<file path="src/rtl/vga_timing_out_if.sv">
// Raster bus between the VGA timing core and the colour logic:
// position/frame info goes out, colour comes back, PMOD word goes out.
interface vga_timing_out_if #(
  parameter int FRAME_W = 8
);
  logic [5:0]         rgb_in;
  logic [9:0]         hpos;
  logic [9:0]         vpos;
  logic               display_on;
  logic               frame_start;
  logic [FRAME_W-1:0] frame_cnt;
  logic [7:0]         vga_pmod;

  modport master (
    input  rgb_in,
    output hpos, vpos, display_on, frame_start, frame_cnt, vga_pmod
  );

  modport slave (
    output rgb_in,
    input  hpos, vpos, display_on, frame_start, frame_cnt, vga_pmod
  );
endinterface

</file>
<file path="src/rtl/vga_timing_out.sv">
// 640x480@60 raster timing generator driving the TinyVGA PMOD word.
// Define VGA_FRAME_CNT_EN to build the completed-frame counter; otherwise frame_cnt is 0.
module vga_timing_out #(
  parameter int H_ACTIVE = 640,
  parameter int H_FP     = 16,
  parameter int H_SYNC   = 96,
  parameter int H_BP     = 48,
  parameter int V_ACTIVE = 480,
  parameter int V_FP     = 10,
  parameter int V_SYNC   = 2,
  parameter int V_BP     = 33,
  parameter int FRAME_W  = 8
) (
  input  logic           clk,
  input  logic           rst,
  vga_timing_out_if.master bus
);
  localparam int H_TOTAL = H_ACTIVE + H_FP + H_SYNC + H_BP;
  localparam int V_TOTAL = V_ACTIVE + V_FP + V_SYNC + V_BP;

  localparam logic [9:0] H_LAST = 10'(H_TOTAL - 1);
  localparam logic [9:0] V_LAST = 10'(V_TOTAL - 1);
  localparam logic [9:0] H_VIS  = 10'(H_ACTIVE);
  localparam logic [9:0] V_VIS  = 10'(V_ACTIVE);
  localparam logic [9:0] HS_BEG = 10'(H_ACTIVE + H_FP);
  localparam logic [9:0] HS_END = 10'(H_ACTIVE + H_FP + H_SYNC - 1);
  localparam logic [9:0] VS_BEG = 10'(V_ACTIVE + V_FP);
  localparam logic [9:0] VS_END = 10'(V_ACTIVE + V_FP + V_SYNC - 1);

  logic [9:0] hpos_q, hpos_d;
  logic [9:0] vpos_q, vpos_d;
  logic [7:0] pmod_q, pmod_d;
  logic       h_last, v_last, disp, fstart, hsync_n, vsync_n;
  logic [5:0] col;

  always_comb begin
    h_last  = (hpos_q == H_LAST);
    v_last  = (vpos_q == V_LAST);
    disp    = (hpos_q < H_VIS) && (vpos_q < V_VIS);
    fstart  = h_last && v_last;
    hsync_n = !((hpos_q >= HS_BEG) && (hpos_q <= HS_END));
    vsync_n = !((vpos_q >= VS_BEG) && (vpos_q <= VS_END));

    hpos_d = h_last ? 10'd0 : hpos_q + 10'd1;
    vpos_d = vpos_q;
    if (h_last) vpos_d = v_last ? 10'd0 : vpos_q + 10'd1;

    // Colour is blanked here so the PMOD word never carries colour outside the visible area.
    col    = disp ? bus.rgb_in : 6'd0;
    pmod_d = {hsync_n, col[0], col[2], col[4], vsync_n, col[1], col[3], col[5]};
  end

  always_ff @(posedge clk or posedge rst) begin
    if (rst) begin
      hpos_q <= '0;
      vpos_q <= '0;
      pmod_q <= 8'h88;
    end else begin
      hpos_q <= hpos_d;
      vpos_q <= vpos_d;
      pmod_q <= pmod_d;
    end
  end

`ifdef VGA_FRAME_CNT_EN
  logic [FRAME_W-1:0] frame_q, frame_d;

  assign frame_d = fstart ? frame_q + FRAME_W'(1) : frame_q;

  always_ff @(posedge clk or posedge rst) begin
    if (rst) frame_q <= '0;
    else     frame_q <= frame_d;
  end

  assign bus.frame_cnt = frame_q;
`else
  assign bus.frame_cnt = '0;
`endif

  assign bus.hpos        = hpos_q;
  assign bus.vpos        = vpos_q;
  assign bus.display_on  = disp;
  assign bus.frame_start = fstart;
  assign bus.vga_pmod    = pmod_q;
endmodule

</file>
<file path="src/flat_wrapper.sv">
// flat-port wrapper written by rule: the top's interface ports become plain ports
module vga_timing_out_flat 
#(
  parameter int H_ACTIVE = 640,
  parameter int H_FP     = 16,
  parameter int H_SYNC   = 96,
  parameter int H_BP     = 48,
  parameter int V_ACTIVE = 480,
  parameter int V_FP     = 10,
  parameter int V_SYNC   = 2,
  parameter int V_BP     = 33,
  parameter int FRAME_W  = 8
)
  (clk, rst, bus_rgb_in, bus_hpos, bus_vpos, bus_display_on, bus_frame_start, bus_frame_cnt, bus_vga_pmod);
  vga_timing_out_if #(.FRAME_W(FRAME_W)) bus_i ();
  input  logic clk;
  input  logic rst;
  input wire logic [$bits(bus_i.rgb_in)-1:0] bus_rgb_in;
  output wire logic [$bits(bus_i.hpos)-1:0] bus_hpos;
  output wire logic [$bits(bus_i.vpos)-1:0] bus_vpos;
  output wire logic [$bits(bus_i.display_on)-1:0] bus_display_on;
  output wire logic [$bits(bus_i.frame_start)-1:0] bus_frame_start;
  output wire logic [$bits(bus_i.frame_cnt)-1:0] bus_frame_cnt;
  output wire logic [$bits(bus_i.vga_pmod)-1:0] bus_vga_pmod;
  assign bus_i.rgb_in = bus_rgb_in;
  assign bus_hpos = bus_i.hpos;
  assign bus_vpos = bus_i.vpos;
  assign bus_display_on = bus_i.display_on;
  assign bus_frame_start = bus_i.frame_start;
  assign bus_frame_cnt = bus_i.frame_cnt;
  assign bus_vga_pmod = bus_i.vga_pmod;
  vga_timing_out #(.H_ACTIVE(H_ACTIVE), .H_FP(H_FP), .H_SYNC(H_SYNC), .H_BP(H_BP), .V_ACTIVE(V_ACTIVE), .V_FP(V_FP), .V_SYNC(V_SYNC), .V_BP(V_BP), .FRAME_W(FRAME_W)) u_core (.clk(clk), .rst(rst), .bus(bus_i));
endmodule
</file>
<file path="config.mk">
export PLATFORM = sky130hd
export DESIGN_NAME = vga_timing_out_flat
export DESIGN_NICKNAME = d
export VERILOG_FILES = /design/src/rtl/vga_timing_out_if.sv /design/src/rtl/vga_timing_out.sv /design/src/flat_wrapper.sv
export SDC_FILE = /design/constraint.sdc
export NUM_CORES = 1
export LEC_CHECK = 0
export ABC_AREA = 1
export ABC_CLOCK_PERIOD_IN_PS = 1600
export CELL_PAD_IN_SITES_DETAIL_PLACEMENT = 1
export CELL_PAD_IN_SITES_GLOBAL_PLACEMENT = 1
export CORE_UTILIZATION = 30
export DETAILED_ROUTE_END_ITERATION = 7
export PLACE_DENSITY_LB_ADDON = 0.1
export SYNTH_ARGS = -nofsm -noshare
export SYNTH_HDL_FRONTEND = slang
export SYNTH_SLANG_ARGS = --single-unit
</file>
<file path="constraint.sdc">
create_clock -name clk -period 1.6 [get_ports clk]
set_input_delay 0.16 -clock clk [delete_from_list [all_inputs] [get_ports clk]]
set_output_delay 0.16 -clock clk [all_outputs]
set_load 0.02 [all_outputs]
</file>
==> out/metrics.csv, run 1 <==
stage,metric,value,unit
outcome,status,"finished, final reports clean",
run,cap_violations,0,
logic_synthesis,syn_area_per_cell,8.328,µm²
routing,totalWireLength,4183,µm
cts,path_clk_slew,0.09,ns
routing,wl_per_cell,12.68,µm
cts,clock_latency,0.27,ns
routing,remaining_drc_errors,0,
timing,skew,0.002987,ns
global_routing,antenna_found_initial,0,
cts,holdBufCountCts,0,
cts,cts_buffer_depth,2,
die,rows,25,
die,die_y,73.86,µm
setup_path,critPathMaxFanout,2,
setup_path,reg2reg_to,u_core.bus.hpos[9],
cells_and_area,areaGrowthSynthToFinish,49.43,%
min_path,min_path_type,in -> async,
routing,via_per_inst,4.330,
routing,dr.pass1.iters,4,
cells_and_area,drive_above_1_share,27.00,%
logic_synthesis,netlist_instances,186,
power,power_density,515.4,nW/µm²
die,start_util,31.95,%
logic_synthesis,synth_cell_types,27,
setup_path,crit_top_cell,nand2_2,
power,peakVddDrop,0.0002896,V
routing,vias,1429,
cells_and_area,fin_util,47.74,%
die,dieArea,5455,µm²
setup_path,startpoint_type,flip-flop,
cts,cts_sinks,28,
cts,cts_made_buffers,3,
timing,fin_setup_tns,0,ns
place,dp_hpwl,3342,µm
cts,cts_max_level,1,
cells_and_area,diodes,0,
timing,fmax,636.8,MHz
timing,fin_hold_ws,0.1934,ns
cts,cts_tree,done,
timing,setup_viol,0,
setup_path,timing.critical_path.slowest_stage_cell,dfrtp_1,
place,dp_cells,323,
timing,hold_violations,0,
setup_path,slowest_delay,0.38,ns
setup_path,reg2reg_from,u_core.bus.hpos[1],
logic_synthesis,yosys_warnings,0,
place,gp_congestion,0.8385,
cts,cts_root_buffer,clkbuf_8,
cells_and_area,nets,278,
setup_path,worstPathArrival,1.41,ns
cells_and_area,final-instance-count-excl-fill,330,
setup_path,required,1.44,ns
global_routing,grt_pass1_wl,6844,µm
timing,final.period_utilization,98.15,%
die,pin_count,46,
cells_and_area,fill_cells,604,
timing,slew_violations,0,
logic_synthesis,ys_seq_area_share,45.40,%
global_routing,grt_max_degree,17,
logic_synthesis,synth_area,1549,µm²
die,die_w,73.86,µm
power,p_leak,0.001254,µW
place,io_buffers,37,
setup_path,rr_worst_depth,8,
global_routing,grt_pass1_vias,1512,
cells_and_area,regArea,703.2,µm²
logic_synthesis,synth_seq_cells,28,
routing,drt_iter0_drc,23,
global_routing,gr-total-overflow,0,
place,placed_cell_area,2215,µm²
global_routing,grt_usage,16.80,%
cells_and_area,final_area,2315,µm²
setup_path,r2r_slack,0.13,ns
die,core_area,4848,µm²
cells_and_area,multi_input_area,698.2,µm²
setup_path,cp-end-kind,primary output,
setup_path,critPathKind,reg -> out,
timing,period_minus_slack,1.570,ns
routing,ant_nets,0,
timing,rsz0062_at_grt,yes,
setup_path,crit_chain,ha_2 > nand2_2 > nor2_4 > nand2_4 > nor2_8 > nand2_2 > inv_2 > buf_6,
[final cells by class]
type / count / area share, %
Clock buffer: 3 / 1.784
Inverter: 31 / 5.027
Multi-Input combinational cell: 124 / 30.16
Sequential cell: 28 / 30.38
Tap cell: 67 / 3.622
Timing Repair Buffer: 77 / 29.03
[routing by layer]
layer | up-vias | GRT usage (%) | share of wire [%]
met1 | 688 | 20.19 | 44
met4 | 0 | 5.128 | 0.65
met5 | - | 0 | 0
met3 | 2 | 4.390 | 5.1
met2 | 29 | 29.26 | 50
li1 | 710 | - | -
[placed cells by master, fill, tap and decap left out, drive strengths merged, types with 6 or more instances in the layout]
cell and n:
nand3 10, inv 31, nand4 6, conb 8
clkdlybuf4s50 27, nor2 37, nand2 32, buf 42
o21ai 8, dfrtp 26
[where the power goes]
group	total, µW	internal, µW	switching, µW
registers	717	715	2.44
clock network	389	169	220
logic	86.1	34.1	52.0
total	1190	918	275
[critical path, delay by kind of cell (launching register included)]
family,cells,cell delay (ns)
and+or+nand+nor,5,0.39
buffers and inverters,2,0.17
adders and majority gates,1,0.20
DFF,1,0.38
[kinds of logic (layout without fill, tap and decap cells)]
| kind of cell | count (synthesis) | count (layout) | share of synthesized area [%] |
|---|---|---|---|
| AND/OR/NAND/NOR | 89 | 89 | 27.55 |
| buffers and inverters | 41 | 111 | 13.00 |
| flip-flops | 28 | 28 | 45.40 |
| AO/OA/AOI/OAI | 17 | 17 | 6.946 |
| adder cells (fa/ha/maj) | 5 | 5 | 4.039 |
| XOR/XNOR | 5 | 5 | 2.827 |
| other | 1 | 8 | 0.2421 |
[synth_stat cells, drive strengths merged]
library cell,instances,area [µm²]
nor2,37,172.7
nand2,32,127.6
inv,31,116.4
dfrtp,26,650.6
nand3,10,62.56
buf,9,80.08
o21ai,8,51.30
nand4,6,37.54
a21oi,5,25.02
ha,5,62.56
xor2,5,43.79
or2,3,18.77
dfstp,2,52.55
o31ai,2,15.01
clkbuf,1,5.000
conb,1,3.750
nand3b,1,7.510
o2111ai,1,8.760
o21bai,1,7.510
[through the flow]
step | worst slack [ns] | total power [µW]
floorplan | 0.06775 | 788.7
global placement | -0.1395 | 814.8
detailed placement | -0.2332 | 818.6
CTS | -0.02849 | 1207
global route | -0.08870 | 1245
finish | 0.02952 | 1193
[state kept, by name, summed over array words and instances (netlist names)]
register             cells
u_core.bus.hpos         10
u_core.bus.vpos         10
u_core.bus.vga_pmod      8
[repair_timing]
item / 4_1_cts / 5_1_grt
pin swaps: 4 / 6
setup endpoints to repair: 5 / 9
buffers inserted: 1 / 3
gates resized for setup: 17 / 12
[how the worst max path moves through the flow]
stage | slack, ns | cells after the start | endpoint | startpoint
after floorplan | 0.07 | 7 | bus_frame_start | u_core.bus.hpos[0]
after global placement | -0.14 | 8 | bus_frame_start | u_core.bus.hpos[0]
after detailed placement | -0.23 | 8 | bus_frame_start | u_core.bus.hpos[1]
after CTS | -0.03 | 8 | bus_frame_start | u_core.bus.hpos[1]
after global routing | -0.09 | 8 | bus_frame_start | u_core.bus.hpos[1]
final | 0.03 | 8 | bus_frame_start | u_core.bus.hpos[1]
Note: power is estimated with default switching activity, not from simulation.
==> run 2: changes to the inputs <==
Settings changed: CAP_MARGIN set to 25, RECOVER_POWER set to 100.
==> run 2 against run 1 <==
Net effect:
- global-route usage is the same
- non-clock buffer count is the same
- fmax is essentially flat
- die area is the same
- register-to-register slack is essentially flat
- via count shrank 0.21%
==> out/metrics.csv, run 2 (synthesis results as in run 1) <==
stage,metric,value,unit,change
setup_path,crit_top_cell,nand2_2,,
place,io_buffers,37,,unchanged
cts,path_clk_slew,0.10,ns,about the same
cts,holdBufCountCts,0,,unchanged
outcome,status,"finished, final reports clean",,
timing,period_minus_slack,1.570,ns,-0.0001743 ns
setup_path,reg2reg_to,u_core.bus.hpos[9],,
cells_and_area,nets,278,,unchanged
setup_path,cp-end-kind,primary output,,
cells_and_area,diodes,0,,unchanged
timing,setup_viol,0,,unchanged
timing,slew_violations,0,,unchanged
run,cap_violations,0,,unchanged
cts,cts_max_level,1,,unchanged
global_routing,grt_pass1_vias,1512,,unchanged
setup_path,required,1.44,ns,about the same
setup_path,worstPathArrival,1.41,ns,about the same
cells_and_area,areaGrowthSynthToFinish,46.20,%,
setup_path,critPathKind,reg -> out,,
setup_path,reg2reg_from,u_core.bus.hpos[1],,
min_path,holdPathEnd,u_core.bus.vga_pmod[1],,
cells_and_area,fill_cells,606,,+0.33%
place,gp_congestion,0.8385,,unchanged
global_routing,grt_max_degree,17,,unchanged
global_routing,antenna_found_initial,0,,unchanged
timing,hold_violations,0,,unchanged
setup_path,critPathMaxFanout,2,,unchanged
routing,dr.pass1.iters,4,,unchanged
power,p_seq_share,60.3,%,+0.2 points
timing,fin_setup_tns,0,ns,unchanged
die,dieArea,5455,µm²,unchanged
cells_and_area,final_cell_mix,"buf_4 (36), nor2_1 (31), nand2_1 (28)",,
cts,cts_buffer_depth,2,,unchanged
power,switchingPower,274.2,µW,-0.17%
setup_path,startpoint_type,flip-flop,,
power,power_frac_comb,7.0,%,-0.2 points
timing,tightest_slew,0.9854,ns,
min_path,holdPathStages,3,,
power,power_density,525.3,nW/µm²,+1.9%
power,swShare,23.05,%,+0.024 points
timing,rsz0062_at_grt,yes,,
timing,skew,0.002625,ns,-0.0003616 ns
cells_and_area,layout_commonest_cell,buf_4,,
setup_path,timing.critical_path.slowest_stage_cell,dfrtp_1,,
timing,final.period_utilization,98.14,%,about the same
place,dp_hpwl,3342,µm,unchanged
routing,drt_iter0_drc,24,,+4.3%
routing,remaining_drc_errors,0,,unchanged
place,placed_cell_area,2215,µm²,unchanged
global_routing,grt_pass1_wl,6844,µm,unchanged
cts,cts_made_buffers,3,,unchanged
setup_path,rr_worst_depth,8,,unchanged
timing,relSlewSlack,34.30,%,
power,p_leak,0.001155,µW,-7.9%
global_routing,grt_usage,16.80,%,unchanged
die,die_w,73.86,µm,unchanged
cells_and_area,fin_util,46.71,%,-1.0 points
power,p_total,1190,µW,-0.28%
die,core_area,4848,µm²,unchanged
die,pin_count,46,,unchanged
cts,clock_latency,0.27,ns,about the same
routing,via_per_inst,4.321,,-0.21%
setup_path,r2r_slack,0.13,ns,about the same
cells_and_area,drive_above_1_share,25.48,%,-1.5 points
die,rows,25,,unchanged
power,peakVddDrop,0.0002894,V,about the same
routing,totalWireLength,4190,µm,+0.17%
setup_path,slowest_delay,0.38,ns,about the same
cells_and_area,final_area,2265,µm²,-2.2%
global_routing,gr-total-overflow,0,,unchanged
cts,cts_tree,done,,
min_path,hold_path_startpoint,bus_rgb_in[3],,
cts,cts_sinks,28,,unchanged
routing,ant_nets,0,,unchanged
setup_path,crit_chain,ha_2 > nand2_2 > nor2_4 > nand2_4 > nor2_8 > nand2_2 > inv_2 > buf_6,,
power,intPower,915.4,µW,-0.31%
routing,vias,1426,,-0.21%
power,power_frac_clock,32.7,%,about the same
die,die_y,73.86,µm,unchanged
routing,wl_per_cell,12.70,µm,+0.17%
cts,cts_root_buffer,clkbuf_8,,
min_path,min_path_type,in -> reg,,
die,start_util,31.95,%,unchanged
timing,fmax,636.8,MHz,about the same
==> run 2: power groups by stage <==
stage | sequential [µW] | clock [µW] | combinational (µW)
floorplan | 741 | 0 | 47.7
global placement | 731 | 0 | 84.0
detailed placement | 731 | 0 | 87.3
CTS | 718 | 402 | 87.7
global route | 718 | 432 | 91.3
finish | 717 | 389 | 83.2
==> run 2: layer usage <==
metal,wire (µm),share of wire [%],global-route usage (%)
met1,1856,44,20.19
met2,2100,50,29.26
met4,27,0.64,5.128
met3,206,4.9,4.390
met5,0,0,0
==> run 2: worst max path at each step <==
stage,start,end,slack (ns),depth (start not counted)
4_1_cts,u_core.bus.hpos[1],bus_frame_start,-0.03,8
6_report,u_core.bus.hpos[1],bus_frame_start,0.03,8
2_1_floorplan,u_core.bus.hpos[0],bus_frame_start,0.07,7
3_3_place_gp,u_core.bus.hpos[0],bus_frame_start,-0.14,8
3_5_place_dp,u_core.bus.hpos[1],bus_frame_start,-0.23,8
5_1_grt,u_core.bus.hpos[1],bus_frame_start,-0.09,8
==> run 2: layout make-up <==
cell class | count | area (µm²) | share of cell area (%)
Timing Repair Buffer | 77 | 621.8 | 27.46
Inverter | 31 | 116.4 | 5.138
Multi-Input combinational cell | 124 | 698.2 | 30.83
Clock buffer | 3 | 41.29 | 1.823
Tap cell | 67 | 83.83 | 3.702
Sequential cell | 28 | 703.2 | 31.05
==> run 2: metrics by stage <==
stage	setup WS (ns)	hold slack, ns	std cells
2_1_floorplan	0.06775	0.2239	193
3_3_place_gp	-0.1395	0.4850	323
3_5_place_dp	-0.2332	0.5026	323
4_1_cts	-0.02849	0.1982	327
5_1_grt	-0.08870	0.3970	330
6_report	0.02970	0.3985	330
==> run 2: repair_timing <==
action,in CTS,in global routing
pin swaps,4,6
resized for setup,17,12
endpoints found under the setup margin,5,9
buffers inserted,1,3
==> run 2: critical path: cells and delay by family, from the launching register on <==
family	cells	cell delay, ns
flip-flops	1	0.38
AND/OR/NAND/NOR	5	0.39
adder cells (fa/ha/maj)	1	0.20
buffers and inverters	2	0.17
==> run 3: changes to the inputs <==
Settings changed: CTS_CLUSTER_SIZE set to 24.
==> results of run 3 <==
The final DEF is identical to that of run 2; final timing and power are the same.
